[config.mk]
export PLATFORM = sky130hd
export DESIGN_NAME = pipe_hazard_ctrl
export DESIGN_NICKNAME = d
export VERILOG_FILES = /design/src/rtl/pipe_hazard_ctrl.sv
export SDC_FILE = /design/constraint.sdc
export NUM_CORES = 1
export LEC_CHECK = 0
export CORE_MARGIN = 2
export CORE_UTILIZATION = 44
export CTS_CLUSTER_DIAMETER = 120
export DETAILED_ROUTE_END_ITERATION = 10
export PLACE_DENSITY = 0.82
export SLEW_MARGIN = 20
export SYNTH_ARGS = -nofsm -noshare
export SYNTH_HDL_FRONTEND = slang
export SYNTH_SLANG_ARGS = --single-unit
[constraint.sdc]
create_clock -name clk -period 2.7 [get_ports clk]
set_input_delay 0.54 -clock clk [delete_from_list [all_inputs] [get_ports clk]]
set_output_delay 0.54 -clock clk [all_outputs]
set_load 0.01 [all_outputs]
[src/rtl/pipe_hazard_ctrl.sv]
// Hazard and issue control for a short in-order pipeline: tracks in-flight writers
// and jumps, stalls decode on conflicts, and sequences a packet IDLE/RUN/DRAIN/DONE.
module pipe_hazard_ctrl #(
  parameter int NUM_STAGES  = 3,
  parameter bit PESSIMISTIC = 1'b0
) (
  input  logic                                clk,
  input  logic                                rst,
  input  logic                                mem_ready,
  input  logic                                dec_valid,
  input  logic                                dec_rd_A,
  input  logic                                dec_rd_X,
  input  logic                                dec_wr_A,
  input  logic                                dec_wr_X,
  input  logic                                dec_is_jmp,
  input  logic                                dec_is_ret,
  output logic                                issue,
  output logic                                stall,
  output logic                                fetch_en,
  output logic                                br_resolve,
  output logic                                A_en_wb,
  output logic                                X_en_wb,
  output logic [NUM_STAGES-1:0]               stage_valid,
  output logic [$clog2(NUM_STAGES+1)-1:0]     inflight,
  output logic                                done
);

  localparam int CNT_W = $clog2(NUM_STAGES + 1);

  localparam logic [1:0] IDLE  = 2'd0;
  localparam logic [1:0] RUN   = 2'd1;
  localparam logic [1:0] DRAIN = 2'd2;
  localparam logic [1:0] DONE  = 2'd3;

  // Entry bit positions: {valid, wr_A, wr_X, is_jmp}
  localparam int E_V  = 3;
  localparam int E_WA = 2;
  localparam int E_WX = 1;
  localparam int E_J  = 0;

  logic [1:0] state_reg;
  logic [1:0] state_next;

  logic [3:0] entry_reg  [NUM_STAGES];
  logic [3:0] entry_next [NUM_STAGES];

  logic [NUM_STAGES-1:0] live_wr_a;
  logic [NUM_STAGES-1:0] live_wr_x;
  logic [NUM_STAGES-1:0] live_jmp;

  logic run;
  logic raw_hazard;
  logic pess_hazard;
  logic hazard;
  logic jmp_block;

  assign run = (state_reg == RUN);

  generate
    for (genvar gi = 0; gi < NUM_STAGES; gi++) begin : g_stage
      if (gi == 0) begin : g_head
        // A jump that is also a return is handled as a return only.
        assign entry_next[gi] = {issue,
                                 issue & dec_wr_A,
                                 issue & dec_wr_X,
                                 issue & dec_is_jmp & ~dec_is_ret};
      end else begin : g_shift
        assign entry_next[gi] = entry_reg[gi-1];
      end
      assign stage_valid[gi] = entry_reg[gi][E_V];
      assign live_wr_a[gi]   = entry_reg[gi][E_V] & entry_reg[gi][E_WA];
      assign live_wr_x[gi]   = entry_reg[gi][E_V] & entry_reg[gi][E_WX];
      assign live_jmp[gi]    = entry_reg[gi][E_V] & entry_reg[gi][E_J];
    end
  endgenerate

  always_ff @(posedge clk or posedge rst) begin
    if (rst) begin
      for (int i = 0; i < NUM_STAGES; i++) begin
        entry_reg[i] <= 4'd0;
      end
    end else begin
      for (int i = 0; i < NUM_STAGES; i++) begin
        entry_reg[i] <= entry_next[i];
      end
    end
  end

  always_comb begin
    inflight = '0;
    for (int i = 0; i < NUM_STAGES; i++) begin
      inflight = inflight + CNT_W'(stage_valid[i]);
    end
  end

  // Writeback stage still counts: the register file only updates at the edge.
  assign raw_hazard  = (dec_rd_A & (|live_wr_a)) | (dec_rd_X & (|live_wr_x));
  assign pess_hazard = |(live_wr_a | live_wr_x | live_jmp);
  assign hazard      = PESSIMISTIC ? pess_hazard : raw_hazard;
  assign jmp_block   = live_jmp[0];

  assign stall      = dec_valid & run & (hazard | jmp_block);
  assign issue      = dec_valid & run & ~stall;
  assign fetch_en   = run & ~stall & ~(issue & dec_is_jmp) & ~(issue & dec_is_ret) & ~jmp_block;
  assign br_resolve = run & jmp_block;
  assign A_en_wb    = live_wr_a[NUM_STAGES-1];
  assign X_en_wb    = live_wr_x[NUM_STAGES-1];
  assign done       = (state_reg == DONE);

  always_comb begin
    state_next = state_reg;
    case (state_reg)
      IDLE:    if (mem_ready) state_next = RUN;
      RUN:     if (issue && dec_is_ret) state_next = DRAIN;
      DRAIN:   if (inflight == '0) state_next = DONE;
      DONE:    if (!mem_ready) state_next = IDLE;
      default: state_next = IDLE;
    endcase
  end

  always_ff @(posedge clk or posedge rst) begin
    if (rst) begin
      state_reg <= IDLE;
    end else begin
      state_reg <= state_next;
    end
  end

endmodule

==> flow_metrics.env, run 1 <==
export IMPL_outcome="completed"
export IMPL_yosys_area_top_type_share_pct=43.32
export IMPL_max_clock_path_buffers=2
export IMPL_max_cap_violations=0
export IMPL_rsz0062_at_grt="false"
export IMPL_portBuffers=21
export IMPL_layout_nets=112
export IMPL_synth_seq_cells=12
export IMPL_start_util_pct=46.55
export IMPL_ys_seq_area_share_pct=43.32
export IMPL_post_route_period_util_pct=91.20
export IMPL_path_class="reg2out"
export IMPL_syn_nets=87
export IMPL_finalSetupViolCount=0
export IMPL_hp_class="reg2reg"
export IMPL_final_common_cell="clkdlybuf4s50_1"
export IMPL_io_pins=22
export IMPL_diodes=0
export IMPL_synth_distinct_cells=26
export IMPL_vdd_drop_max_mv=0.4784
export IMPL_grt_ovfl_total=0
export IMPL_firstDrtPassIters=4
export IMPL_track_usage_pct=17.84
export IMPL_final_cell_count_no_fill=112
export IMPL_dp_hpwl_um=1106
export IMPL_synth_area_leaders="dfrtp_1 (43%), ha_1 (7.2%), inv_1 (5.4%)"
export IMPL_p_total_uw=830.9
export IMPL_critPathCaptureType="primary output"
export IMPL_post_cts_buffers=0
export IMPL_grt_pass1_vias=585
export IMPL_slew_violations=0
export IMPL_die_w_um=43.69
export IMPL_relSlewSlack_pct=68.85
export IMPL_grt_max_degree=13
export IMPL_hold_violations=0
export IMPL_numCtsBuffers=3
export IMPL_cts_sinks=12
export IMPL_dpl_cell_area_um2=918.4
export IMPL_post_route_cells_drive_above_1_share_pct=11.46
export IMPL_critical_path_required_ps=2160
export IMPL_cp_arrival_ps=1920
export IMPL_netlist_instances=72
export IMPL_final_cell_mix="clkdlybuf4s50_1 (18), dfrtp_1 (12), inv_1 (10), nand2_1 (7), nand3_1 (5)"
export IMPL_design_area_um2=960.9
export IMPL_postSynthAreaPerCell_um2=9.627
export IMPL_fin_crit_ps=2462
export IMPL_fmaxAchievable_mhz=406.1
export IMPL_root_buffer="clkbuf_4"
export IMPL_grt_pass1_wl_um=2470
export IMPL_post_place_ws_ps=-24.32
export IMPL_yosys_warnings=0
export IMPL_die_area_um2=1909
export IMPL_largest_reg_flops=5
export IMPL_place_gp_congestion=0.7507
export IMPL_setup_tns_ps=0
export IMPL_drc=0
export IMPL_antenna_found_initial=0
export IMPL_rows=14
export IMPL_worst_setup_path_start_kind="flop"
export IMPL_drt_antenna_violating_nets=0
export IMPL_clk_pin_slew_worst_paths_ps=80
export IMPL_worstMarginPinSlew_ps=466.8
export IMPL_drtIter0Drc=12
export IMPL_syn_area_um2=693.2
export IMPL_viasPerCell=5.411
export IMPL_p_per_area_nw_per_um2=864.7
export IMPL_die_h_um=43.69
export IMPL_clk_latency_ps=280
export IMPL_avgRoutedWirePerCell_um=12.93
export IMPL_vias=606
export IMPL_path_max_fanout=6
export IMPL_yosys_area_top_type="dfrtp_1"
export IMPL_drt_total_wl_um=1448
export IMPL_htreeDepth=1
export IMPL_core_um2=1489
export IMPL_worst_slack_ps=237.7
export IMPL_area_growth_pct=38.63
export IMPL_fin_worst_skew_ps=7.438
export IMPL_cts_tree="done"
export IMPL_power_leakage_nw=0.4832
export IMPL_dp_cells=108
## cell usage after synthesis
library cell  instances
o21ai_2               1
nor4b_1               3
nor4_1                1
nor2_1                4
fa_1                  1
and3_1                1
or4_1                 1
dfrtp_1              12
buf_4                 3
or3b_1                1
a21oi_1               3
o211ai_1              1
nand3_1               5
and2_1                3
inv_1                10
o21a_1                1
o21ai_0               1
a2bb2oi_2             1
nand2_1               7
ha_1                  4
mux2_4                1
a311oi_1              1
a21boi_1              1
a22o_1                2
nor3_1                2
buf_2                 1
## cell type report
type,count,area [µm²]
fill,117,528.0
multi-input combinational,46,330.3
sequential,12,300.3
timing repair buffer,24,236.5
inverter,10,37.54
clock buffer,4,36.28
tap,16,20.02
## what timing repair did
item,4_1_cts,5_1_grt
gates resized for setup,1,3
endpoints found under the setup margin,1,2
endpoints found under the hold margin,0,0
hold buffers,0,0
## worst max-delay path, cell delays in order (launching register included)
cell             delay, ps
dfrtp_1                430
inv_1                  120
fa_1                   510
inv_1                   60
clkdlybuf4s50_1        520
## path summary, 6_finish.rpt
path                            endpoint  cells past startpoint            from  slack (ps)
setup / recovery             inflight[0]                      4  stage_valid[0]         240
hold / removal             entry_next[1]                      0   entry_next[5]         370
setup reg to reg            state_reg[0]                      6  stage_valid[0]         550
hold reg to reg            entry_next[1]                      0   entry_next[5]         370
max in group asynchronous  entry_next[5]                      2             rst        1810
min in group asynchronous  entry_next[4]                      2             rst         560
## through the flow
step	utilization (%)	hold WS, ps
2_1_floorplan	-	354.0
3_3_place_gp	61.68	359.7
3_5_place_dp	61.68	362.5
4_1_cts	64.03	375.3
5_1_grt	64.54	392.6
6_report	64.54	371.7
## kinds of logic after synthesis
logic type / share of synthesized area, %
AND/OR/NAND/NOR: 21.66
multiplexers: 2.165
flip-flops: 43.32
AO/OA/AOI/OAI: 13.36
adder cells (fa/ha/maj): 10.11
buffers and inverters: 9.386
## per-layer routing
layer  GRT usage (%)  vias to the layer above  part of all wire, %
li1                -                      292                    -
met1           18.93                      291                   40
met2           32.35                       21                   54
met3           2.917                        2                  4.5
met4           10.91                        0                  1.5
met5               0                        -                    0
## report_power, final
part / internal, mW / total [mW] / switching, mW
clock: 0.0821 / 0.149 / 0.0664
sequential: 0.223 / 0.271 / 0.0483
combinational: 0.217 / 0.411 / 0.194
total: 0.522 / 0.831 / 0.309
(Power assumes the default switching activity.)
==> run 2: changes to the inputs <==
- GPL_TIMING_DRIVEN: unset -> 0
==> run 2 against run 1 <==
  * Hold slack gained 7.1 ps
  * Core utilization grew 0.42 points
  * Setup slack lost 130 ps
  * Critical endpoint is now stall
  * Clock skew shrank 2.4 ps
  * Die area is the same
  * Clock-buffer cell count is the same
  * Fmax shrank 4.9%
  * Global-route usage shrank 0.53 points
  * Routed wire length shrank 4.8%
  * Sequential power is essentially flat
  * Register-to-register slack lost 20 ps
==> flow_metrics.env, run 2 (synthesis results as in run 1) <==
export IMPL_outcome="completed"
export IMPL_power_internal_uw=531.3
export IMPL_max_clock_path_buffers=2
export IMPL_dp_hpwl_um=1068
export IMPL_rows=14
export IMPL_diodes=0
export IMPL_final_common_cell="clkdlybuf4s50_1"
export IMPL_track_usage_pct=17.30
export IMPL_start_util_pct=46.55
export IMPL_numCtsBuffers=3
export IMPL_post_route_cells_drive_above_1_share_pct=13.27
export IMPL_final_util_pct=64.96
export IMPL_max_cap_violations=0
export IMPL_hold_buffers=0
export IMPL_place_gp_congestion=0.7731
export IMPL_seqPwrFrac_pct=32.6
export IMPL_final_cell_mix="clkdlybuf4s50_1 (18), dfrtp_1 (12), inv_1 (10), nand2_1 (7), nand3_1 (5)"
export IMPL_power_leakage_nw=0.4685
export IMPL_layout_nets=114
export IMPL_vdd_drop_max_mv=0.3695
export IMPL_fmaxAchievable_mhz=386.3
export IMPL_root_buffer="clkbuf_4"
export IMPL_grt_ovfl_total=0
export IMPL_path_class="in2out"
export IMPL_area_growth_pct=39.53
export IMPL_switching_share_pct=36.61
export IMPL_power_frac_comb_pct=50.2
export IMPL_grt_pass1_wl_um=2477
export IMPL_finalSetupViolCount=0
export IMPL_die_area_um2=1909
export IMPL_p_sw_uw=306.8
export IMPL_hold_violations=0
export IMPL_power_share_clock_pct=17.2
export IMPL_clk_pin_slew_worst_paths_ps=70
export IMPL_fin_worst_skew_ps=4.996
export IMPL_setup_tns_ps=0
export IMPL_firstDrtPassIters=4
export IMPL_rsz0062_at_grt="false"
export IMPL_clk_latency_ps=280
export IMPL_critPathCaptureType="primary output"
export IMPL_cp_arrival_ps=2050
export IMPL_drc=0
export IMPL_fin_crit_ps=2589
export IMPL_worst_setup_path_start_kind="input pin"
export IMPL_drtIter0Drc=5
export IMPL_grt_max_degree=13
export IMPL_critical_path_required_ps=2160
export IMPL_portBuffers=21
export IMPL_grt_pass1_vias=582
export IMPL_cts_tree="done"
export IMPL_slew_violations=0
export IMPL_largest_reg_flops=5
export IMPL_post_route_period_util_pct=95.88
export IMPL_reg2reg_slack_ps=530
export IMPL_vias=607
export IMPL_core_um2=1489
export IMPL_die_w_um=43.69
export IMPL_drt_antenna_violating_nets=0
export IMPL_relSlewSlack_pct=70.78
export IMPL_antenna_found_initial=0
export IMPL_p_per_area_nw_per_um2=866.5
export IMPL_path_max_fanout=5
export IMPL_hp_class="reg2reg"
export IMPL_cts_sinks=12
export IMPL_io_pins=22
export IMPL_drt_total_wl_um=1379
export IMPL_viasPerCell=5.325
export IMPL_die_h_um=43.69
export IMPL_worstMarginPinSlew_ps=437.8
export IMPL_avgRoutedWirePerCell_um=12.10
export IMPL_htreeDepth=1
run 2: stage by stage:
stage	instance area [µm²]	cells	power, mW	setup slack [ps]	hold slack, ps
6_report	967.2	114	0.8381	111.2	378.8
5_1_grt	967.2	114	0.9181	10.15	386.0
4_1_cts	967.2	114	0.8437	115.8	379.4
3_5_place_dp	923.4	109	0.7021	-177.4	362.8
3_3_place_gp	923.4	109	0.6821	-161.5	358.4
2_1_floorplan	693.2	72	0.5431	764.1	354.0
run 2: area by class of cell:
type                       count  area [µm²]
tap                           16       20.02
inverter                      10       37.54
buffer                         4       27.53
clock buffer                   4       36.28
multi-input combinational     46       331.6
sequential                    12       300.3
timing repair buffer          22       214.0
fill                         121       521.8
run 2: routing by layer:
layer	vias up	track usage, %	share of wire, %
li1	299	-	-
met1	283	21.81	42
met2	21	29.41	52
met3	4	2.500	4.9
met4	0	7.273	1.2
met5	-	0	0
run 2: power groups by stage:
stage	combinational, mW	clock, mW	sequential [mW]
floorplan	0.282	0	0.261
global placement	0.411	0	0.271
detailed placement	0.428	0	0.274
CTS	0.427	0.146	0.272
global route	0.476	0.160	0.282
finish	0.421	0.144	0.273
run 2: final timing paths:
path                           startpoint       endpoint  depth (start not counted)
setup reg to reg           stage_valid[0]   state_reg[0]                          6
max in group asynchronous             rst   entry_reg[1]                          2
hold reg to reg             entry_next[2]   entry_reg[2]                          0
hold / removal              entry_next[2]   entry_reg[2]                          0
setup / recovery                 dec_rd_X          stall                          7
min in group asynchronous             rst  entry_next[1]                          2
run 2: what timing repair did:
item                                    CTS  global route
endpoints found under the setup margin    3             0
setup buffers                             1             0
hold endpoints to repair                  0             0
gates resized for setup                   4             0
run 2: critical path, cell delays in order:
cell and delay [ps]:
clkdlybuf4s50_1 460, a21oi_2 180, a2bb2oi_2 240, buf_4 150, and2_1 140, nor2_1 50
dlygate4sd2_1 280
